$ cat src/rtl/id_ex_operand_stage_if.sv
// Bundle between the ID stage, the ID/EX operand stage and the EX-side consumers.
// master drives decoded fields and forwarding sources; slave is the operand stage itself.
interface id_ex_operand_stage_if #(
  parameter int XLEN       = 64,
  parameter int REG_ADDR_W = 5
);
  logic                  id_valid;
  logic [REG_ADDR_W-1:0] id_rs1;
  logic [REG_ADDR_W-1:0] id_rs2;
  logic [REG_ADDR_W-1:0] id_rd;
  logic [XLEN-1:0]       id_rs1_data;
  logic [XLEN-1:0]       id_rs2_data;
  logic [XLEN-1:0]       id_imm;
  logic [3:0]            id_alu_op;
  logic                  id_alu_src;
  logic                  id_reg_write;
  logic                  id_mem_read;
  logic                  id_mem_write;
  logic                  id_mem_to_reg;
  logic                  flush;
  logic                  hold;
  logic [REG_ADDR_W-1:0] exmem_rd;
  logic                  exmem_reg_write;
  logic [XLEN-1:0]       exmem_result;
  logic [REG_ADDR_W-1:0] memwb_rd;
  logic                  memwb_reg_write;
  logic [XLEN-1:0]       memwb_data;
  logic [XLEN-1:0]       alu_a;
  logic [XLEN-1:0]       alu_b;
  logic [3:0]            alu_op;
  logic [XLEN-1:0]       ex_store_data;
  logic [REG_ADDR_W-1:0] ex_rd;
  logic                  ex_valid;
  logic                  ex_reg_write;
  logic                  ex_mem_read;
  logic                  ex_mem_write;
  logic                  ex_mem_to_reg;
  logic                  stall;

  modport master (
    output id_valid, id_rs1, id_rs2, id_rd, id_rs1_data, id_rs2_data, id_imm,
           id_alu_op, id_alu_src, id_reg_write, id_mem_read, id_mem_write, id_mem_to_reg,
           flush, hold, exmem_rd, exmem_reg_write, exmem_result,
           memwb_rd, memwb_reg_write, memwb_data,
    input  alu_a, alu_b, alu_op, ex_store_data, ex_rd, ex_valid, ex_reg_write,
           ex_mem_read, ex_mem_write, ex_mem_to_reg, stall
  );

  modport slave (
    input  id_valid, id_rs1, id_rs2, id_rd, id_rs1_data, id_rs2_data, id_imm,
           id_alu_op, id_alu_src, id_reg_write, id_mem_read, id_mem_write, id_mem_to_reg,
           flush, hold, exmem_rd, exmem_reg_write, exmem_result,
           memwb_rd, memwb_reg_write, memwb_data,
    output alu_a, alu_b, alu_op, ex_store_data, ex_rd, ex_valid, ex_reg_write,
           ex_mem_read, ex_mem_write, ex_mem_to_reg, stall
  );
endinterface

$ cat src/rtl/id_ex_operand_stage.sv
// ID/EX pipeline register with combinational EX-side operand forwarding and
// load-use hazard detection; flush and load-use both write a zeroed bubble.
module id_ex_operand_stage #(
  parameter int XLEN       = 64,
  parameter int REG_ADDR_W = 5
) (
  input  logic                 clk,
  input  logic                 reset,
  id_ex_operand_stage_if.slave bus
);

  typedef struct packed {
    logic                  valid;
    logic                  reg_write;
    logic                  mem_read;
    logic                  mem_write;
    logic                  mem_to_reg;
    logic                  alu_src;
    logic [3:0]            alu_op;
    logic [REG_ADDR_W-1:0] rd;
    logic [REG_ADDR_W-1:0] rs1;
    logic [REG_ADDR_W-1:0] rs2;
    logic [XLEN-1:0]       rs1_data;
    logic [XLEN-1:0]       rs2_data;
    logic [XLEN-1:0]       imm;
  } ex_fields_t;

  ex_fields_t      ex_q;
  ex_fields_t      ex_d;
  ex_fields_t      id_fields;
  logic            load_use;
  logic [XLEN-1:0] fwd_rs1;
  logic [XLEN-1:0] fwd_rs2;

  always_comb begin
    id_fields            = '0;
    id_fields.valid      = bus.id_valid;
    id_fields.reg_write  = bus.id_reg_write;
    id_fields.mem_read   = bus.id_mem_read;
    id_fields.mem_write  = bus.id_mem_write;
    id_fields.mem_to_reg = bus.id_mem_to_reg;
    id_fields.alu_src    = bus.id_alu_src;
    id_fields.alu_op     = bus.id_alu_op;
    id_fields.rd         = bus.id_rd;
    id_fields.rs1        = bus.id_rs1;
    id_fields.rs2        = bus.id_rs2;
    id_fields.rs1_data   = bus.id_rs1_data;
    id_fields.rs2_data   = bus.id_rs2_data;
    id_fields.imm        = bus.id_imm;
  end

  assign load_use = ex_q.valid & ex_q.mem_read & (ex_q.rd != '0) & bus.id_valid &
                    ((ex_q.rd == bus.id_rs1) | (ex_q.rd == bus.id_rs2));

  // Reset gating keeps the front end running while the stage is being cleared.
  assign bus.stall = ~reset & (load_use | bus.hold);

  always_comb begin
    ex_d = ex_q;
    if (bus.flush) begin
      ex_d = '0;
    end else if (bus.hold) begin
      ex_d = ex_q;
    end else if (load_use) begin
      ex_d = '0;
    end else begin
      ex_d = id_fields;
    end
  end

  always_ff @(posedge clk or posedge reset) begin
    if (reset) begin
      ex_q <= '0;
    end else begin
      ex_q <= ex_d;
    end
  end

  // EX/MEM is the younger producer, so it wins over MEM/WB; x0 always reads as zero.
  always_comb begin
    fwd_rs1 = ex_q.rs1_data;
    if (ex_q.rs1 == '0) begin
      fwd_rs1 = '0;
    end else if (bus.exmem_reg_write && (bus.exmem_rd == ex_q.rs1)) begin
      fwd_rs1 = bus.exmem_result;
    end else if (bus.memwb_reg_write && (bus.memwb_rd == ex_q.rs1)) begin
      fwd_rs1 = bus.memwb_data;
    end
  end

  always_comb begin
    fwd_rs2 = ex_q.rs2_data;
    if (ex_q.rs2 == '0) begin
      fwd_rs2 = '0;
    end else if (bus.exmem_reg_write && (bus.exmem_rd == ex_q.rs2)) begin
      fwd_rs2 = bus.exmem_result;
    end else if (bus.memwb_reg_write && (bus.memwb_rd == ex_q.rs2)) begin
      fwd_rs2 = bus.memwb_data;
    end
  end

  assign bus.alu_a         = fwd_rs1;
  assign bus.alu_b         = ex_q.alu_src ? ex_q.imm : fwd_rs2;
  assign bus.ex_store_data = fwd_rs2;
  assign bus.alu_op        = ex_q.alu_op;
  assign bus.ex_rd         = ex_q.rd;
  assign bus.ex_valid      = ex_q.valid;
  assign bus.ex_reg_write  = ex_q.reg_write;
  assign bus.ex_mem_read   = ex_q.mem_read;
  assign bus.ex_mem_write  = ex_q.mem_write;
  assign bus.ex_mem_to_reg = ex_q.mem_to_reg;

endmodule

$ cat src/flat_wrapper.sv
// flat-port wrapper written by rule: the top's interface ports become plain ports
module id_ex_operand_stage_flat 
#(
  parameter int XLEN       = 64,
  parameter int REG_ADDR_W = 5
)
  (clk, reset, bus_id_valid, bus_id_rs1, bus_id_rs2, bus_id_rd, bus_id_rs1_data, bus_id_rs2_data, bus_id_imm, bus_id_alu_op, bus_id_alu_src, bus_id_reg_write, bus_id_mem_read, bus_id_mem_write, bus_id_mem_to_reg, bus_flush, bus_hold, bus_exmem_rd, bus_exmem_reg_write, bus_exmem_result, bus_memwb_rd, bus_memwb_reg_write, bus_memwb_data, bus_alu_a, bus_alu_b, bus_alu_op, bus_ex_store_data, bus_ex_rd, bus_ex_valid, bus_ex_reg_write, bus_ex_mem_read, bus_ex_mem_write, bus_ex_mem_to_reg, bus_stall);
  id_ex_operand_stage_if #(.XLEN(XLEN), .REG_ADDR_W(REG_ADDR_W)) bus_i ();
  input  logic clk;
  input  logic reset;
  input wire logic [$bits(bus_i.id_valid)-1:0] bus_id_valid;
  input wire logic [$bits(bus_i.id_rs1)-1:0] bus_id_rs1;
  input wire logic [$bits(bus_i.id_rs2)-1:0] bus_id_rs2;
  input wire logic [$bits(bus_i.id_rd)-1:0] bus_id_rd;
  input wire logic [$bits(bus_i.id_rs1_data)-1:0] bus_id_rs1_data;
  input wire logic [$bits(bus_i.id_rs2_data)-1:0] bus_id_rs2_data;
  input wire logic [$bits(bus_i.id_imm)-1:0] bus_id_imm;
  input wire logic [$bits(bus_i.id_alu_op)-1:0] bus_id_alu_op;
  input wire logic [$bits(bus_i.id_alu_src)-1:0] bus_id_alu_src;
  input wire logic [$bits(bus_i.id_reg_write)-1:0] bus_id_reg_write;
  input wire logic [$bits(bus_i.id_mem_read)-1:0] bus_id_mem_read;
  input wire logic [$bits(bus_i.id_mem_write)-1:0] bus_id_mem_write;
  input wire logic [$bits(bus_i.id_mem_to_reg)-1:0] bus_id_mem_to_reg;
  input wire logic [$bits(bus_i.flush)-1:0] bus_flush;
  input wire logic [$bits(bus_i.hold)-1:0] bus_hold;
  input wire logic [$bits(bus_i.exmem_rd)-1:0] bus_exmem_rd;
  input wire logic [$bits(bus_i.exmem_reg_write)-1:0] bus_exmem_reg_write;
  input wire logic [$bits(bus_i.exmem_result)-1:0] bus_exmem_result;
  input wire logic [$bits(bus_i.memwb_rd)-1:0] bus_memwb_rd;
  input wire logic [$bits(bus_i.memwb_reg_write)-1:0] bus_memwb_reg_write;
  input wire logic [$bits(bus_i.memwb_data)-1:0] bus_memwb_data;
  output wire logic [$bits(bus_i.alu_a)-1:0] bus_alu_a;
  output wire logic [$bits(bus_i.alu_b)-1:0] bus_alu_b;
  output wire logic [$bits(bus_i.alu_op)-1:0] bus_alu_op;
  output wire logic [$bits(bus_i.ex_store_data)-1:0] bus_ex_store_data;
  output wire logic [$bits(bus_i.ex_rd)-1:0] bus_ex_rd;
  output wire logic [$bits(bus_i.ex_valid)-1:0] bus_ex_valid;
  output wire logic [$bits(bus_i.ex_reg_write)-1:0] bus_ex_reg_write;
  output wire logic [$bits(bus_i.ex_mem_read)-1:0] bus_ex_mem_read;
  output wire logic [$bits(bus_i.ex_mem_write)-1:0] bus_ex_mem_write;
  output wire logic [$bits(bus_i.ex_mem_to_reg)-1:0] bus_ex_mem_to_reg;
  output wire logic [$bits(bus_i.stall)-1:0] bus_stall;
  assign bus_i.id_valid = bus_id_valid;
  assign bus_i.id_rs1 = bus_id_rs1;
  assign bus_i.id_rs2 = bus_id_rs2;
  assign bus_i.id_rd = bus_id_rd;
  assign bus_i.id_rs1_data = bus_id_rs1_data;
  assign bus_i.id_rs2_data = bus_id_rs2_data;
  assign bus_i.id_imm = bus_id_imm;
  assign bus_i.id_alu_op = bus_id_alu_op;
  assign bus_i.id_alu_src = bus_id_alu_src;
  assign bus_i.id_reg_write = bus_id_reg_write;
  assign bus_i.id_mem_read = bus_id_mem_read;
  assign bus_i.id_mem_write = bus_id_mem_write;
  assign bus_i.id_mem_to_reg = bus_id_mem_to_reg;
  assign bus_i.flush = bus_flush;
  assign bus_i.hold = bus_hold;
  assign bus_i.exmem_rd = bus_exmem_rd;
  assign bus_i.exmem_reg_write = bus_exmem_reg_write;
  assign bus_i.exmem_result = bus_exmem_result;
  assign bus_i.memwb_rd = bus_memwb_rd;
  assign bus_i.memwb_reg_write = bus_memwb_reg_write;
  assign bus_i.memwb_data = bus_memwb_data;
  assign bus_alu_a = bus_i.alu_a;
  assign bus_alu_b = bus_i.alu_b;
  assign bus_alu_op = bus_i.alu_op;
  assign bus_ex_store_data = bus_i.ex_store_data;
  assign bus_ex_rd = bus_i.ex_rd;
  assign bus_ex_valid = bus_i.ex_valid;
  assign bus_ex_reg_write = bus_i.ex_reg_write;
  assign bus_ex_mem_read = bus_i.ex_mem_read;
  assign bus_ex_mem_write = bus_i.ex_mem_write;
  assign bus_ex_mem_to_reg = bus_i.ex_mem_to_reg;
  assign bus_stall = bus_i.stall;
  id_ex_operand_stage #(.XLEN(XLEN), .REG_ADDR_W(REG_ADDR_W)) u_core (.clk(clk), .reset(reset), .bus(bus_i));
endmodule
$ cat config.mk
export PLATFORM = sky130hd
export DESIGN_NAME = id_ex_operand_stage_flat
export DESIGN_NICKNAME = d
export VERILOG_FILES = /design/src/rtl/id_ex_operand_stage_if.sv /design/src/rtl/id_ex_operand_stage.sv /design/src/flat_wrapper.sv
export SDC_FILE = /design/constraint.sdc
export NUM_CORES = 1
export LEC_CHECK = 0
export BUFFER_PORTS_ARGS = -buffer_cell sky130_fd_sc_hd__buf_2
export CAP_MARGIN = 25
export CELL_PAD_IN_SITES_DETAIL_PLACEMENT = 1
export CELL_PAD_IN_SITES_GLOBAL_PLACEMENT = 2
export CORE_UTILIZATION = 30
export DETAILED_ROUTE_END_ITERATION = 7
export PLACE_DENSITY_LB_ADDON = 0.1
export SETUP_SLACK_MARGIN = 0.05
export SLEW_MARGIN = 30
export SYNTH_ARGS = -nofsm -noshare
export SYNTH_HDL_FRONTEND = slang
export SYNTH_SLANG_ARGS = --single-unit
export TNS_END_PERCENT = 1
$ cat constraint.sdc
create_clock -name clk -period 12.78 [get_ports clk]
set_input_delay 1.278 -clock clk [delete_from_list [all_inputs] [get_ports clk]]
set_output_delay 1.278 -clock clk [all_outputs]
set_load 0.05 [all_outputs]
# After elaboration in Yosys (flattened, before gate mapping)
# Index checks and enable logic that the tools add are counted.
# op_classes
mux	10
n_eq_ne	7
bitwise_logic	8
reduce_logical	7
# ops
operator	count
217-bit 2-to-1 mux	3
64-bit 2-to-1 mux	7
5-bit == test	6
5-bit logical NOT	2
1-bit bitwise AND	5
5-bit nonzero test	1
1-bit logical AND	4
2-bit inequality test (second input constant)	1
1-bit bitwise OR	2
1-bit NOT	1
# totals
regBits	217
wordCells	45
in_bits	361
out_inout_bits	207

# Depth between registers and ports, before layout
# depth
word_depth	7
depth_mapped	8
ltp_nobuf	5

# Least setup slack after synthesis
# No wires, ideal clock.
# synth_timing
path_type	input -> output
startpoint	input reset
endpoint	output bus_stall
path_buffers	0
slack_ps	5018
stages	2
t_arrival_ps	6484
required_time_ps	11502
cell_sequence	inv_1 o21a_1
# synth_via
elab_chain_cells	2
# synth_rtl
element	line	rtl
start, declared	flat_wrapper.sv:10	input logic reset;
1-bit NOT	id_ex_operand_stage.sv:56	assign bus.stall = ~reset & (load_use | bus.hold);
1-bit bitwise AND	id_ex_operand_stage.sv:56	
end, declared	flat_wrapper.sv:42	output wire logic [$bits(bus_i.stall)-1:0] bus_stall;
# No other way between the ends.

# Worst setup path in the final report
# layout_timing
startpoint	input bus_exmem_rd[1]
endpoint	output bus_alu_a[3]
# layout_via
elab_chain_cells	4
# layout_rtl
element	line	rtl
start, declared	flat_wrapper.sv:26	input wire logic [$bits(bus_i.exmem_rd)-1:0] bus_exmem_rd;
5-bit == test	id_ex_operand_stage.sv:84	end else if (bus.exmem_reg_write && (bus.exmem_rd == ex_q.rs1)) begin
1-bit logical AND	id_ex_operand_stage.sv:84	
64-bit 2-to-1 mux	id_ex_operand_stage.sv:84	
64-bit 2-to-1 mux	id_ex_operand_stage.sv:82	if (ex_q.rs1 == '0) begin
end, declared	flat_wrapper.sv:32	output wire logic [$bits(bus_i.alu_a)-1:0] bus_alu_a;
# No other way between the ends.

==> impl_results.rst <==
.. list-table::
   :header-rows: 1

   * - Metric
     - Value
   * - Syn avg cell area
     - 8.73 um^2
   * - Clock tree buffer depth
     - 3
   * - Reported max-cap violation count
     - 0
   * - Hold WC Path Type
     - reg -> reg
   * - Nature of the critical path startpoint
     - input pin
   * - Final estimated routing congestion in global placement
     - 0.862
   * - Die outline area
     - 52800 um^2
   * - Number of setup buffers added after CTS
     - 0
   * - Number of warnings printed during yosys synthesis
     - 0
   * - Worst hold margin
     - 0.481 ns
   * - Max-Slew Margin vs Limit
     - 0.342
   * - Share of synthesized registers carrying an async set or reset
     - 1.00
   * - Critical Path AT
     - 4.20 ns
   * - Prevailing post-synth register cell
     - sky130_fd_sc_hd__dfrtp_1
   * - Library cell with the highest instance count after synthesis
     - sky130_fd_sc_hd__inv_1
   * - Vias after detailed routing
     - 16.3k
   * - Number of DRC markers in iteration 0
     - 1219
   * - Pre-CTS setup slack
     - 7.34 ns
   * - Sum of buffers and inverters on the critical path
     - 3
   * - Placed cell area
     - 18600 um^2
   * - Area overhead of the layout relative to synthesis
     - 25.4%
   * - Fraction of final layout cells with drive strength greater than 1
     - 0.337
   * - Final Cell Area
     - 19500 um^2
   * - Register with the highest flop count
     - u_core.ex_q
   * - Via count of the first global-routing pass
     - 16.3k
   * - Number of core rows
     - 83
   * - Core area
     - 51300 um^2
   * - Endpoint required time on the critical path
     - 11.50 ns
   * - Number of gates given a new drive strength after cts
     - 0
   * - Final WL
     - 73300 um
   * - Final clock period utilization by the worst path
     - 0.428
   * - # H-tree levels
     - 1
   * - Pwr Density
     - 112 nW/um^2
   * - Cell taking the most area after synthesis
     - sky130_fd_sc_hd__dfrtp_1
   * - Remaining design rule violation count
     - 0
   * - DR pass1 iterations
     - 7
   * - Crit path kind
     - in -> out
   * - Cell repeated most along the worst path
     - sky130_fd_sc_hd__buf_2
   * - Setup repair after global routing missed its margin
     - false
   * - Clock Tree Root
     - sky130_fd_sc_hd__clkbuf_16
   * - Die Wd
     - 230 um
   * - Synthesized flop and latch total
     - 217
   * - Post-synthesis sequential area ratio
     - 0.349
   * - TritonCTS buffer count
     - 29
   * - Leading post-synthesis cells by instance count
     - 218 x sky130_fd_sc_hd__inv_1, 217 x sky130_fd_sc_hd__dfrtp_1, 208 x sky130_fd_sc_hd__o21ai_0
   * - Clock-pin slew reported for the worst setup and hold paths after clock tree synthesis
     - 0.06 ns
   * - Sinks on the clock net
     - 217
   * - Total Routing Usage GR
     - 0.268
   * - Max reg flops
     - 203
   * - Post-route antenna net violation count
     - 0
   * - Top-Level Pins
     - 568
   * - Maximum number of pins on one net before global-route repair
     - 206
   * - Later-pin clock latency in the skew report
     - 0.57 ns
   * - Leakage component of the power
     - 0.00966 uW
   * - Setup clock skew after layout
     - 0.00886 ns
   * - Final min period
     - 5.47 ns
   * - Total half-perimeter wirelength after legalization and detailed placement
     - 49800 um
   * - Utilization after layout
     - 0.381
   * - Congestion Overflow GR
     - 0
   * - Cells traversed along the worst timing path
     - buf_2, xor2_1, nor4_1, nand3_4, buf_4, o21ai_0, a21oi_1, buf_2
   * - Vertical die dimension
     - 230 um
   * - Wirelength per Cell
     - 25.3 um
   * - Area of the mapped netlist
     - 15600 um^2
   * - Final number of max-transition violations
     - 0
   * - Worst path setup slack after routing
     - 7.31 ns
   * - Flop2flop setup slack
     - 9.47 ns
   * - Peak supply drop
     - 0.0900 mV
   * - Crit path max fanout
     - 70
   * - TritonCTS clock tree
     - yes
   * - Number of nets in the final layout
     - 2544
   * - Largest stage delay on the critical path
     - 0.63 ns
   * - # port buffers
     - 567
   * - Kind of end point of the critical path
     - output port
   * - Post-synth EDFFs
     - 0
   * - Wire length of the first global-routing pass
     - 109000 um
   * - Result of the run
     - complete, no violations
   * - Unique cell type count in the Yosys netlist
     - 32
   * - Number of antenna violations at the first check in global routing
     - 35
   * - Post-cts hold buffer count
     - 0
   * - Via density per instance
     - 5.62
   * - Post-Syn Instances
     - 1785
   * - Top-area cell type share of the netlist area
     - 0.349
   * - Highest clock rate
     - 183 MHz
   * - Final Hold Fails
     - 0
   * - Category of cells accounting for the largest share of critical-path delay
     - simple AND/OR/NAND/NOR gates
   * - Number of endpoints failing setup at the final stage
     - 0
   * - Effective utilization at floorplan
     - 0.304
   * - Critical-path cell with the highest stage delay
     - sky130_fd_sc_hd__nand3_4
   * - Final total negative setup slack
     - 0 ns
   * - Largest cells by area after synthesis
     - sky130_fd_sc_hd__dfrtp_1 35%, sky130_fd_sc_hd__o41ai_2 10%, sky130_fd_sc_hd__nand3b_1 10%
   * - Transition time at the pin with the least slew margin
     - 0.987 ns
   * - Mapped Nets
     - 2146
routing by layer:
| metal | part of all wire | track usage | wire length [um] |
|---|---|---|---|
| met2 | 0.47 | 0.426 | 34500 |
| met1 | 0.44 | 0.366 | 32500 |
| met3 | 0.061 | 0.0574 | 4480 |
| met4 | 0.021 | 0.0689 | 1530 |
| met5 | 0.0032 | 0 | 235 |
cell usage in the layout (no fill, tap or decap), types with 2 or more instances in the layout:
| cell | netlist | final |
|---|---|---|
| sky130_fd_sc_hd__diode_2 | 0 | 16 |
| sky130_fd_sc_hd__inv_1 | 218 | 217 |
| sky130_fd_sc_hd__xnor2_1 | 12 | 11 |
| sky130_fd_sc_hd__nand3_1 | 3 | 2 |
| sky130_fd_sc_hd__nor4_1 | 2 | 2 |
| sky130_fd_sc_hd__clkinv_2 | 0 | 2 |
| sky130_fd_sc_hd__clkbuf_1 | 179 | 8 |
| sky130_fd_sc_hd__buf_12 | 0 | 3 |
| sky130_fd_sc_hd__buf_2 | 18 | 565 |
| sky130_fd_sc_hd__o41ai_1 | 121 | 121 |
| sky130_fd_sc_hd__and3_1 | 65 | 64 |
| sky130_fd_sc_hd__buf_6 | 11 | 5 |
| sky130_fd_sc_hd__nor3_1 | 8 | 8 |
| sky130_fd_sc_hd__clkbuf_8 | 0 | 6 |
| sky130_fd_sc_hd__mux2i_1 | 64 | 64 |
| sky130_fd_sc_hd__nand3_4 | 0 | 2 |
| sky130_fd_sc_hd__a21oi_1 | 65 | 64 |
| sky130_fd_sc_hd__dfrtp_1 | 217 | 216 |
| sky130_fd_sc_hd__o21ai_1 | 36 | 36 |
| sky130_fd_sc_hd__nand3b_1 | 207 | 207 |
| sky130_fd_sc_hd__xor2_1 | 18 | 18 |
| sky130_fd_sc_hd__clkbuf_16 | 0 | 29 |
| sky130_fd_sc_hd__nand2_2 | 0 | 2 |
| sky130_fd_sc_hd__nand2_1 | 77 | 75 |
| sky130_fd_sc_hd__o41ai_2 | 100 | 100 |
| sky130_fd_sc_hd__nor2_1 | 68 | 66 |
| sky130_fd_sc_hd__nor2_4 | 0 | 2 |
| sky130_fd_sc_hd__a221oi_1 | 64 | 64 |
| sky130_fd_sc_hd__buf_4 | 13 | 15 |
| sky130_fd_sc_hd__o21ai_0 | 208 | 208 |
| sky130_fd_sc_hd__buf_8 | 0 | 2 |
worst reg2reg max path, delay by kind of cell (launching register included):
family / cells / cell delay, ns
buf+inv: 2 / 1.53
compound gates: 2 / 0.61
flops: 1 / 0.45
simple gates: 2 / 0.37
xor+xnor: 1 / 0.19
through the flow:
step                      total power, uW  cells
after detailed placement             1400   2832
after floorplan                      1180   1785
after CTS                            2200   2878
after global routing                 2280   2891
final                                2180   2894
after global placement               1390   2831
final timing paths:
| check | start | endpoint | cells past startpoint |
|---|---|---|---|
| worst max-delay path | bus_exmem_rd[1] | bus_alu_a[3] | 8 |
| worst min-delay path | u_core.bus.alu_op[2] | u_core.bus.alu_op[2] | 2 |
| worst max register to register | u_core.bus.ex_rd[1] | u_core.ex_q[65] | 7 |
| worst min register to register | u_core.bus.alu_op[2] | u_core.bus.alu_op[2] | 2 |
| max in group asynchronous | reset | u_core.ex_q[36] | 3 |
| min in group asynchronous | reset | u_core.bus.alu_op[2] | 2 |
cells by family after synthesis:
logic type      count (synthesis)  share of synthesized area
compound gates                596                      0.309
buf+inv                       441                      0.116
simple gates                  437                      0.169
flops                         217                      0.349
mux                            64                     0.0411
xor+xnor                       30                     0.0169
report_power, final:
group          switching (uW)  leakage [uW]  internal [uW]  total, uW
Combinational             451       0.00634            181        632
Sequential               32.4       0.00288            726        759
Clock                     329      0.000432            464        793
Total                     813       0.00966           1370       2180
final cells by class:
type                            instances  area (um^2)
Antenna cell                           16         40.0
Clock buffer                           43          838
Clock inverter                          3         40.0
Fill cell                            6165        31800
Inverter                              218          826
Multi-Input combinational cell       1127         8420
Sequential cell                       217         5430
Tap cell                              680          851
Timing Repair Buffer                  590         3090
Power figures use the tool's default switching activity.
